$ cat config.mk
export PLATFORM = sky130hd
export DESIGN_NAME = sm_multi_flat
export DESIGN_NICKNAME = d
export VERILOG_FILES = /design/src/rtl/sm_multi_if.sv /design/src/rtl/sm_multi.sv /design/src/flat_wrapper.sv
export SDC_FILE = /design/constraint.sdc
export NUM_CORES = 1
export LEC_CHECK = 0
export ABC_AREA = 1
export CAP_MARGIN = 20
export CORE_MARGIN = 3
export CORE_UTILIZATION = 30
export DETAILED_ROUTE_END_ITERATION = 12
export PLACE_DENSITY = 0.55
export SYNTH_ARGS = -nofsm -noshare
export SYNTH_HDL_FRONTEND = slang
export SYNTH_SLANG_ARGS = --single-unit
export TNS_END_PERCENT = 5
$ cat constraint.sdc
create_clock -name En -period 5.2 [get_ports En]
set_clock_uncertainty 0.05 [all_clocks]
set_input_delay 1.04 -clock En [delete_from_list [all_inputs] [get_ports En]]
set_output_delay 1.04 -clock En [all_outputs]
set_load 0.05 [all_outputs]
$ cat src/rtl/sm_multi_if.sv
// Command and status bundle for the sm_multi set/reset flag bank.
interface sm_multi_if #(
    parameter int unsigned CH    = 4,
    parameter int unsigned CNT_W = 8
);
    logic [CH-1:0]    a;
    logic [CH-1:0]    b;
    logic             tcnt_clr;
    logic [CH-1:0]    Q;
    logic [CH-1:0]    chg;
    logic [CH-1:0]    busy;
    logic [CNT_W-1:0] tcnt;

    modport master (output a, b, tcnt_clr, input Q, chg, busy, tcnt);
    modport slave  (input a, b, tcnt_clr, output Q, chg, busy, tcnt);
endinterface

$ cat src/rtl/sm_multi.sv
// Bank of CH independent set/reset flags with selectable a=b=1 response,
// optional post-change lockout, change pulses and a saturating transition count.
module sm_multi #(
    parameter int unsigned CH       = 4,
    parameter int unsigned MODE     = 0,
    parameter int unsigned HOLD_CYC = 0,
    parameter int unsigned CNT_W    = 8
) (
    input logic       En,
    input logic       rst,
    sm_multi_if.slave bus
);
    localparam int unsigned PW    = $clog2(CH + 1);
    localparam int unsigned SUM_W = CNT_W + PW + 1;
    localparam logic [SUM_W-1:0] CNT_MAX = SUM_W'({CNT_W{1'b1}});
    localparam logic [7:0]       HOLD_LD = 8'(HOLD_CYC);

    typedef enum logic [1:0] {
        S0 = 2'd0,
        S1 = 2'd1,
        LK = 2'd2
    } state_t;

    state_t     st [CH];
    logic [7:0] hc [CH];

    logic [CH-1:0]    nxt_c;
    logic [CH-1:0]    chg_c;
    logic [PW-1:0]    pop_c;
    logic [SUM_W-1:0] sum_c;

    // Per-channel command decode; a busy channel keeps its current value.
    always_comb begin
        nxt_c = bus.Q;
        chg_c = '0;
        for (int i = 0; i < CH; i++) begin
            if (!bus.busy[i]) begin
                case ({bus.a[i], bus.b[i]})
                    2'b10:   nxt_c[i] = 1'b1;
                    2'b01:   nxt_c[i] = 1'b0;
                    2'b11: begin
                        case (MODE)
                            0:       nxt_c[i] = 1'b1;
                            1:       nxt_c[i] = 1'b0;
                            2:       nxt_c[i] = ~bus.Q[i];
                            default: nxt_c[i] = bus.Q[i];
                        endcase
                    end
                    default: nxt_c[i] = bus.Q[i];
                endcase
            end
            chg_c[i] = nxt_c[i] ^ bus.Q[i];
        end
    end

    // Transition count for this edge, summed wide enough that it cannot wrap.
    always_comb begin
        pop_c = '0;
        for (int i = 0; i < CH; i++) begin
            pop_c = pop_c + PW'(chg_c[i]);
        end
        sum_c = SUM_W'(bus.tcnt) + SUM_W'(pop_c);
    end

    // Per-channel S0/S1/LK state machine, lockout counters and registered outputs.
    always_ff @(posedge En or posedge rst) begin
        if (rst) begin
            bus.Q    <= '0;
            bus.chg  <= '0;
            bus.busy <= '0;
            bus.tcnt <= '0;
            for (int i = 0; i < CH; i++) begin
                st[i] <= S0;
                hc[i] <= 8'd0;
            end
        end else begin
            bus.Q   <= nxt_c;
            bus.chg <= chg_c;
            for (int i = 0; i < CH; i++) begin
                if (chg_c[i]) begin
                    if (HOLD_LD != 8'd0) begin
                        st[i]       <= LK;
                        hc[i]       <= HOLD_LD;
                        bus.busy[i] <= 1'b1;
                    end else begin
                        st[i]       <= nxt_c[i] ? S1 : S0;
                        bus.busy[i] <= 1'b0;
                    end
                end else if (hc[i] != 8'd0) begin
                    hc[i] <= hc[i] - 8'd1;
                    if (hc[i] == 8'd1) begin
                        st[i]       <= bus.Q[i] ? S1 : S0;
                        bus.busy[i] <= 1'b0;
                    end
                end else if (st[i] == LK) begin
                    st[i]       <= bus.Q[i] ? S1 : S0;
                    bus.busy[i] <= 1'b0;
                end
            end
            if (bus.tcnt_clr) begin
                bus.tcnt <= '0;
            end else if (sum_c > CNT_MAX) begin
                bus.tcnt <= CNT_W'(CNT_MAX);
            end else begin
                bus.tcnt <= CNT_W'(sum_c);
            end
        end
    end
endmodule

$ cat src/flat_wrapper.sv
// flat-port wrapper written by rule: the top's interface ports become plain ports
module sm_multi_flat 
#(
    parameter int unsigned CH       = 4,
    parameter int unsigned MODE     = 0,
    parameter int unsigned HOLD_CYC = 0,
    parameter int unsigned CNT_W    = 8
)
  (En, rst, bus_a, bus_b, bus_tcnt_clr, bus_Q, bus_chg, bus_busy, bus_tcnt);
  sm_multi_if #(.CH(CH), .CNT_W(CNT_W)) bus_i ();
  input logic En;
  input logic rst;
  input wire logic [$bits(bus_i.a)-1:0] bus_a;
  input wire logic [$bits(bus_i.b)-1:0] bus_b;
  input wire logic [$bits(bus_i.tcnt_clr)-1:0] bus_tcnt_clr;
  output wire logic [$bits(bus_i.Q)-1:0] bus_Q;
  output wire logic [$bits(bus_i.chg)-1:0] bus_chg;
  output wire logic [$bits(bus_i.busy)-1:0] bus_busy;
  output wire logic [$bits(bus_i.tcnt)-1:0] bus_tcnt;
  assign bus_i.a = bus_a;
  assign bus_i.b = bus_b;
  assign bus_i.tcnt_clr = bus_tcnt_clr;
  assign bus_Q = bus_i.Q;
  assign bus_chg = bus_i.chg;
  assign bus_busy = bus_i.busy;
  assign bus_tcnt = bus_i.tcnt;
  sm_multi #(.CH(CH), .MODE(MODE), .HOLD_CYC(HOLD_CYC), .CNT_W(CNT_W)) u_core (.En(En), .rst(rst), .bus(bus_i));
endmodule
==> results of run 1 <==
==> sequential cells by signal (all words and copies together), names as in the netlist <==
register	cells
u_core.bus.tcnt	8
u_core.bus.Q	4
u_core.bus.chg	4
==> routing by layer <==
metal  vias to the layer above  track usage (%)  wire, um
li1                        358                -         -
met1                       318            12.32       770
met2                        19            19.85       779
met3                         2            4.043       117
met4                         0            3.715        12
met5                         -                0         0
==> worst paths after layout <==
path | start | end | slack, ns | depth (start not counted)
setup / recovery | bus_a[0] | u_core.bus.tcnt[4] | 1.59 | 14
max in group asynchronous | rst | u_core.bus.tcnt[2] | 3.61 | 2
min in group asynchronous | rst | u_core.bus.Q[0] | 1.08 | 2
setup reg to reg | u_core.bus.Q[0] | u_core.bus.tcnt[4] | 2.33 | 14
hold reg to reg | u_core.bus.Q[0] | u_core.bus.chg[0] | 0.48 | 1
hold / removal | u_core.bus.Q[0] | u_core.bus.chg[0] | 0.48 | 1
==> per-stage QoR <==
stage | cell area (um2) | power (W) | hold slack, ns | cells | setup slack (ns)
2_1_floorplan | 910.9 | 0.0002978 | 0.7165 | 104 | 1.789
3_3_place_gp | 1180 | 0.0003524 | 0.4579 | 157 | 1.313
3_5_place_dp | 1180 | 0.0003567 | 0.4635 | 157 | 1.283
4_1_cts | 1216 | 0.0004415 | 0.4878 | 161 | 1.594
5_1_grt | 1216 | 0.0004694 | 0.5037 | 161 | 1.373
6_report | 1216 | 0.0004364 | 0.4773 | 161 | 1.595
==> cells in the final DEF, fill, tap and decap left out, drive strengths merged, types with 5 or more instances in the layout <==
cell type,synthesis,layout
nand2,18,18
inv,24,24
clkdlybuf4s50,0,26
a21oi,5,5
nand3,8,8
nor2,5,5
ha,5,5
dfrtp,16,16
==> power by group <==
part           switching [W]  internal, W   total, W
combinational       0.000126    0.0000706   0.000196
sequential         0.0000136     0.000142   0.000155
clock              0.0000420    0.0000426  0.0000846
==> logic make-up after synthesis <==
kind of cell | after synthesis
buffers and inverters | 28
other | 1
adder cells (fa/ha/maj) | 7
AND/OR/NAND/NOR | 34
AO/OA/AOI/OAI | 11
flip-flops | 16
XOR/XNOR | 4
==> cell type report <==
| cell class | count | area, um2 |
|---|---|---|
| fill | 292 | 1589 |
| sequential | 16 | 400.4 |
| multi-input combinational | 60 | 390.4 |
| timing repair buffer | 26 | 260.3 |
| inverter | 24 | 90.09 |
| tap | 31 | 38.79 |
| clock buffer | 4 | 36.28 |
==> flow_summary.yaml, run 1 <==
run_status:
  status: "complete, no violations"
cts:
  cts_resized: 0
  cts_sinks: 16
  clk_pin_slew_worst_paths_ns: 0.10
  clk_latency_ns: 0.28
  cts_buffers: 3
  clockBufferDepth: 2
  cts_tree: "built"
  h-tree-depth: 1
  cts_hold_buf: 0
  postCtsSetupBuffers: 0
  cts_root_buffer: "clkbuf_4"
detailed_routing:
  detail_route.wl_per_cell_um: 10.43
  vias: 697
  drc: 0
  drtIter0Drc: 10
  ant_nets: 0
  avgViaCountPerCell: 4.329
  postRouteWirelength_um: 1679
  first_pass_iters: 4
placed_design:
  gp_congestion: 0.8034
  port_buffers: 26
  hpwl_um: 1380
sta:
  fmax_mhz: 277.4
  fin_crit_ns: 3.605
  tightestPinTransition_ns: 0.6459
  fin_setup_tns_ns: 0
  maxSlewViolCount: 0
  setup_viol: 0
  finalCritPeriodShare_pct: 69.34
  slew_headroom_pct: 56.89
  finalHoldViolCount: 0
  grt_setup_unrepaired: "no"
critical_path:
  cp_slowest_cell: "fa_1"
  cpPeakStageDelay_ns: 0.47
  cp_max_fo: 4
  critPathBufInv: 3
  crit_chain: "clkdlybuf4s50_1 > o21bai_1 > xor2_1 > ha_1 > inv_1 > fa_1 > inv_1 > ha_1 > fa_1 > nand2_1 > nand2_2 > nand2_1 > xor2_1 > a21oi_1"
  cp_data_arrival_time_ns: 3.73
  end_kind: "flip-flop"
  critical_path.top_delay_family: "adder cells"
  crit_type: "input pin to flip-flop"
  cp.required_ns: 5.32
  setup.worst_path.start_class: "input pin"
cells_and_area:
  syn_to_final_growth_pct: 35.19
  final_core_util_pct: 43.35
  nNetsFinal: 149
  antennaDiodeCount: 0
  drive_above_1_share_pct: 7.692
grt:
  first_global_vias: 739
  grt_pass1_wl_um: 3036
  grt_max_degree: 17
  track_usage_pct: 11.18
  grt-ovfl-total: 0
  antenna_found_initial: 0
logic_synthesis:
  yosysWarnings: 0
  yosysTopAreaCellShare_pct: 44.51
  yosysMostFrequentCell: "inv_1"
  yosys_register_bits: 16
  synth_top_area_cell: "dfrtp_1"
  synth_top_family_by_area: "simple AND/OR/NAND/NOR gates"
  yosys.area_share.simple_pct: 19.75
  synthXorXnorAreaFrac_pct: 3.894
  synthCells: 101
  synth-compound-area-share_pct: 6.676
  ys.flop_type: "dfrtp_1"
  synthArstFlopShare_pct: 100.0
  synth_edf_count: 0
  synth_mux_area_share_pct: 0
  yosys-top-cells-area: "dfrtp_1 (45%), inv_1 (10%), ha_1 (7.0%)"
  netlist_area_um2: 899.6
  synth_fa_ha_area_share_pct: 11.40
  synth_cell_types: 19
  ys_seq_area_share_pct: 44.51
  syn_area_per_cell_um2: 8.907
  synth_commonest_cells: "inv_1 (24), dfrtp_1 (16), nand2_1 (15)"
floorplanning:
  core.rowCount: 19
  coreArea_um2: 2805
  start_util_pct: 32.07
  die_h_um: 60.76
  die_w_um: 60.76
  die_area_um2: 3692
  ios: 31
power_and_ir_drop:
  vdd_drop_max_mv: 0.1213
  p_per_area_nw_per_um2: 358.9
  power.static_leakage_nw: 0.6182
hold_path:
  hold_path_class: "flip-flop to flip-flop"
job:
  drv_cap: 0
No activity file was read; power rests on OpenSTA's default activity.
==> inputs of run 2 (changes only) <==
Settings changed: PLACE_DENSITY 0.55 to 0.57.
Clock period 5.2 ns to 3 ns, I/O delays scaled along.
==> run 2 against run 1 <==
Effect of this change:
- worst setup slack got worse by 1.5 ns
- cell area up 9.5%
- largest power group unchanged
- sequential power up 76%
- hold slack got worse by 0.022 ns
- non-clock buffer count rose by 7
- via count increased by 5.0%
- register-to-register slack worse by 2.1 ns
- highest routed layer unchanged
- cell count rose by 4.3%
- sequential share of layout area shrank 2.7 points
- global-route usage rose by 0.27 points
==> flow_summary.yaml, run 2 (same netlist as run 1, synthesis figures left out) <==
cts:
  clk_latency_ns: 0.29
  h-tree-depth: 1
  cts_tree: "built"
  clk_pin_slew_worst_paths_ns: 0.10
  cts_sinks: 16
  cts_hold_buf: 0
  clockBufferDepth: 2
  cts_buffers: 3
  cts_root_buffer: "clkbuf_4"
detailed_routing:
  ant_nets: 0
  vias: 732
  drc: 0
  drtIter0Drc: 23
  avgViaCountPerCell: 4.357
  wl_met1_um: 739
  first_pass_iters: 4
  wl_met3_um: 120
  highest_layer: "met4"
  met2_length_um: 917
  postRouteWirelength_um: 1790
  detail_route.wl_per_cell_um: 10.65
grt:
  first_global_vias: 740
  antenna_found_initial: 0
  grt-ovfl-total: 0
  grt_max_degree: 17
  grt_pass1_wl_um: 3132
  track_usage_pct: 11.45
power_and_ir_drop:
  p_int_w: 0.0004857
  clock_power_share_pct: 17.7
  comb_power_share_pct: 49.0
  power.static_leakage_nw: 0.6551
  power_frac_seq_pct: 33.3
  vdd_drop_max_mv: 0.2221
  switching_share_pct: 40.75
  p_per_area_nw_per_um2: 615.7
  p_sw_w: 0.0003340
critical_path:
  setup.worst_path.start_class: "input pin"
  cp_slowest_cell: "fa_2"
  cp_data_arrival_time_ns: 3.03
  r2r-start: "u_core.bus.Q[1]"
  crit_type: "input pin to flip-flop"
  r2r_end: "u_core.bus.tcnt[4]"
  cp_max_fo: 4
  startpoint: "bus_a[1]"
  rr_worst_depth: 14
  endpoint: "u_core.bus.tcnt[4]"
  regToRegSetupSlack_ns: 0.23
  crit_chain: "dlygate4sd2_1 > o21bai_4 > xor2_1 > ha_1 > inv_2 > fa_2 > inv_2 > ha_4 > fa_2 > nand2_2 > nand2_4 > nand2_2 > xor2_1 > a21oi_1"
  end_kind: "flip-flop"
  cp.required_ns: 3.13
  cpPeakStageDelay_ns: 0.53
sta:
  slew_headroom_pct: 58.57
  fmax_mhz: 345.1
  layout_setup_ws_ns: 0.1020
  fin_crit_ns: 2.898
  setup_viol: 0
  finalHoldViolCount: 0
  fin_setup_tns_ns: 0
  fin_hold_ws_ns: 0.4550
  tightestPinTransition_ns: 0.6208
  finalCritPeriodShare_pct: 96.60
  maxSlewViolCount: 0
run_status:
  status: "complete, no violations"
floorplanning:
  core.rowCount: 19
  die_w_um: 60.76
  die_h_um: 60.76
  start_util_pct: 32.07
  die_area_um2: 3692
  coreArea_um2: 2805
  ios: 31
cells_and_area:
  nNetsFinal: 156
  syn_to_final_growth_pct: 47.98
  final_cell_mix: "clkdlybuf4s50_1 (22), inv_1 (21), dfrtp_1 (14)"
  final_common_cell: "clkdlybuf4s50_1"
  top_regs: "u_core.bus.tcnt (8), u_core.bus.Q (4), u_core.bus.chg (4)"
  drive_above_1_share_pct: 22.63
  postLayoutCellArea_um2: 1331
  regMostFlops: "u_core.bus.tcnt"
  antennaDiodeCount: 0
  largest_register_ffs: 8
placed_design:
  gp_congestion: 0.7355
  dpl_cell_area_um2: 1205
  port_buffers: 26
  hpwl_um: 1428
  dp_slack_ns: -0.4732
hold_path:
  hold_path_class: "flip-flop to flip-flop"
job:
  drv_cap: 0
==> run 2: how the worst min path moves through the flow <==
stage | cells after the start | start | end | slack [ns]
6_report | 1 | u_core.bus.Q[0] | u_core.bus.chg[0] | 0.46
5_1_grt | 1 | u_core.bus.Q[1] | u_core.bus.chg[1] | 0.49
4_1_cts | 1 | u_core.bus.Q[1] | u_core.bus.chg[1] | 0.46
3_5_place_dp | 1 | u_core.bus.Q[1] | u_core.bus.chg[1] | 0.45
3_3_place_gp | 1 | u_core.bus.Q[0] | u_core.bus.chg[0] | 0.45
2_1_floorplan | 1 | rst | u_core.bus.Q[2] | 0.46
==> run 2: power groups by stage <==
stage | registers (W) | clock network [W] | logic (W)
after floorplan | 0.000378 | 0 | 0.000139
after global placement | 0.000274 | 0 | 0.000361
after detailed placement | 0.000275 | 0 | 0.000367
after CTS | 0.000275 | 0.000153 | 0.000399
after global routing | 0.000278 | 0.000162 | 0.000439
final | 0.000273 | 0.000145 | 0.000402
==> run 2: cell type report <==
class                           instances  area [um2]
Tap cell                               31       38.79
Fill cell                             275        1474
Multi-Input combinational cell         60       455.4
Inverter                               24       90.09
Sequential cell                        16       402.9
Clock buffer                            4       36.28
Timing Repair Buffer                   33       307.8
==> run 2: what timing repair did <==
action | 4_1_cts | 5_1_grt
gates resized for setup | 14 | 6
endpoints found under the setup margin | 8 | 4
pin swaps | 8 | 3
setup buffers | 1 | 3
==> run 2: worst max-delay path, delay by kind of cell <==
kind / cells / cell delay [ns]
compound gates: 2 / 0.25
xor+xnor: 2 / 0.31
fa+ha+maj: 4 / 1.32
buf+inv: 3 / 0.31
simple gates: 3 / 0.22
==> run 2: stage by stage <==
step	util, %	power (W)	cells
2_1_floorplan	-	0.0005166	104
3_3_place_gp	42.95	0.0006350	160
3_5_place_dp	42.95	0.0006427	160
4_1_cts	46.12	0.0008265	165
5_1_grt	47.46	0.0008793	168
6_report	47.46	0.0008197	168
==> run 2: routing by layer <==
| layer | track usage [%] | vias up |
|---|---|---|
| li1 | - | 373 |
| met4 | 4.025 | 0 |
| met1 | 12.21 | 335 |
| met3 | 4.043 | 2 |
| met2 | 20.76 | 22 |
| met5 | 0 | - |
==> inputs of run 3 (changes only) <==
Settings changed: CORE_MARGIN 3 to 2.
==> run 3 against run 2 <==
Effect of this change:
- the flow now finishes with violations (DRC)
- fmax rose by 0.38%
- non-clock buffer count fell by 1
- count of clock-buffer cells in the layout fell by 1
- first-iteration DRC count rose by 52%
- critical path type unchanged
- largest power group unchanged
==> flow_summary.yaml, run 3 (same netlist as run 1, synthesis figures left out) <==
sta:
  slew_headroom_pct: 59.30
  finalCritPeriodShare_pct: 96.23
  tightestPinTransition_ns: 0.6098
  fmax_mhz: 346.4
  finalHoldViolCount: 0
  grt_setup_unrepaired: "no"
  fin_crit_ns: 2.887
  maxSlewViolCount: 0
  layout_setup_ws_ns: 0.1131
  setup_viol: 0
cells_and_area:
  antennaDiodeCount: 0
  instances_no_fill: 166
  drive_above_1_share_pct: 20.74
  nFillCells: 276
  largest_register_ffs: 8
  final_core_util_pct: 46.88
  syn_to_final_growth_pct: 46.18
  top_regs: "u_core.bus.tcnt (8), u_core.bus.Q (4), u_core.bus.chg (4)"
  nNetsFinal: 155
  final_cell_mix: "inv_1 (22), clkdlybuf4s50_1 (22), dfrtp_1 (14)"
  regMostFlops: "u_core.bus.tcnt"
hold_path:
  holdPathEnd: "u_core.bus.chg[0]"
  hp-start: "u_core.bus.Q[0]"
  whs_path_depth: 1
  hold_path_class: "flip-flop to flip-flop"
detailed_routing:
  first_pass_iters: 8
  postRouteWirelength_um: 1814
  vias: 730
  wl_met1_um: 751
  met2_length_um: 942
  highest_layer: "met4"
  ant_nets: 0
  drc: 3
  drtIter0Drc: 35
  wl_met3_um: 108
  avgViaCountPerCell: 4.398
  detail_route.wl_per_cell_um: 10.93
critical_path:
  rr_worst_depth: 14
  end_kind: "flip-flop"
  critPathBufInv: 3
  cpPeakStageDelay_ns: 0.48
  r2r_end: "u_core.bus.tcnt[4]"
  cp_data_arrival_time_ns: 3.00
  cp.required_ns: 3.11
  regToRegSetupSlack_ns: 0.22
  cp_slowest_cell: "fa_1"
  r2r-start: "u_core.bus.Q[0]"
  critical_path.top_delay_family: "adder cells"
  cp_max_fo: 4
  crit_type: "input pin to flip-flop"
  setup.worst_path.start_class: "input pin"
  crit_chain: "dlygate4sd2_1 > o21bai_4 > xor2_2 > ha_1 > inv_2 > fa_1 > inv_2 > ha_4 > fa_2 > nand2_2 > nand2_4 > nand2_2 > xor2_1 > a21oi_1"
placed_design:
  port_buffers: 26
  hpwl_um: 1391
  dp.cells: 160
  gp_congestion: 0.7507
  dp_slack_ns: -0.4301
cts:
  clockBufferDepth: 2
  cts_tree: "built"
  h-tree-depth: 1
  clk_latency_ns: 0.28
  cts_root_buffer: "clkbuf_4"
  cts_buffers: 3
  cts_sinks: 16
  clk_pin_slew_worst_paths_ns: 0.09
floorplanning:
  die_area_um2: 3453
  die_h_um: 58.76
  core.rowCount: 19
  coreArea_um2: 2805
  start_util_pct: 32.07
  die_w_um: 58.76
  ios: 31
grt:
  antenna_found_initial: 0
  grt-ovfl-total: 0
  track_usage_pct: 12.27
  grt_max_degree: 17
  grt_pass1_wl_um: 3208
  first_global_vias: 762
power_and_ir_drop:
  vdd_drop_max_mv: 0.2109
  p_per_area_nw_per_um2: 605.1
  power.static_leakage_nw: 0.6484
run_status:
  status: "finished with violations"
  violations: "DRC"
job:
  drv_cap: 0
## run 3: cell count changes in the layout (fill, tap and decap cells not counted)
cell,change
buf_4,-1
clkbuf_8,-1
fa_1,+1
fa_2,-1
inv_1,+1
inv_2,-1
xor2_1,-1
xor2_2,+1
## run 3: per-stage QoR
| stage | hold WS (ns) | instance area (um2) | setup TNS, ns | total power (W) |
|---|---|---|---|---|
| detailed placement | 0.4467 | 1205 | -3.103 | 0.0006449 |
| finish | 0.4755 | 1315 | 0 | 0.0007957 |
| CTS | 0.4749 | 1308 | 0 | 0.0008073 |
| floorplan | 0.4636 | 913.4 | 0 | 0.0005166 |
| global placement | 0.4456 | 1205 | -2.754 | 0.0006392 |
| global route | 0.4926 | 1315 | 0 | 0.0008599 |
## run 3: worst register-to-register path, stage by stage (launching register included)
cell	delay, ns
dfrtp_2	0.44
inv_1	0.10
o21bai_4	0.07
xor2_2	0.19
ha_1	0.29
inv_2	0.04
fa_1	0.48
inv_2	0.05
ha_4	0.15
fa_2	0.35
nand2_2	0.09
nand2_4	0.08
nand2_2	0.07
xor2_1	0.15
a21oi_1	0.08
## run 3: worst max path at each step
| stage | startpoint | endpoint | cells after the start | slack (ns) |
|---|---|---|---|---|
| 3_5_place_dp | bus_a[0] | u_core.bus.tcnt[4] | 14 | -0.43 |
| 5_1_grt | bus_a[0] | u_core.bus.tcnt[4] | 14 | 0.004 |
| 6_report | bus_a[0] | u_core.bus.tcnt[4] | 14 | 0.11 |
| 4_1_cts | bus_a[0] | u_core.bus.tcnt[4] | 14 | 0.1 |
| 3_3_place_gp | bus_a[0] | u_core.bus.tcnt[4] | 14 | -0.41 |
| 2_1_floorplan | bus_a[0] | u_core.bus.tcnt[4] | 13 | 0.04 |
## run 3: area by class of cell
type                            count  area (um2)  area share [%]
Clock buffer                        3       22.52           1.713
Timing Repair Buffer               32       300.3           22.84
Tap cell                           31       38.79           2.950
Inverter                           24       90.09           6.851
Sequential cell                    16       402.9           30.64
Multi-Input combinational cell     60       460.4           35.01
## run 3: timing repair
action	in CTS	in global routing
gates resized for setup	19	0
endpoints found under the setup margin	8	4
gates cloned	0	0
hold buffers	0	0
hold endpoints to repair	0	0
setup buffers	2	1
pin swaps	9	3
## run 3: power breakdown
group | internal, W | switching, W | total [W]
combinational | 0.000168 | 0.000242 | 0.000410
clock | 0.0000464 | 0.0000641 | 0.000111
sequential | 0.000246 | 0.0000287 | 0.000275
total | 0.000461 | 0.000335 | 0.000796
## run 3: metal layers
layer	up-vias	track usage, %
met5	-	0
met4	0	4.870
met3	2	3.077
met2	17	21.11
met1	344	14.56
li1	367	-
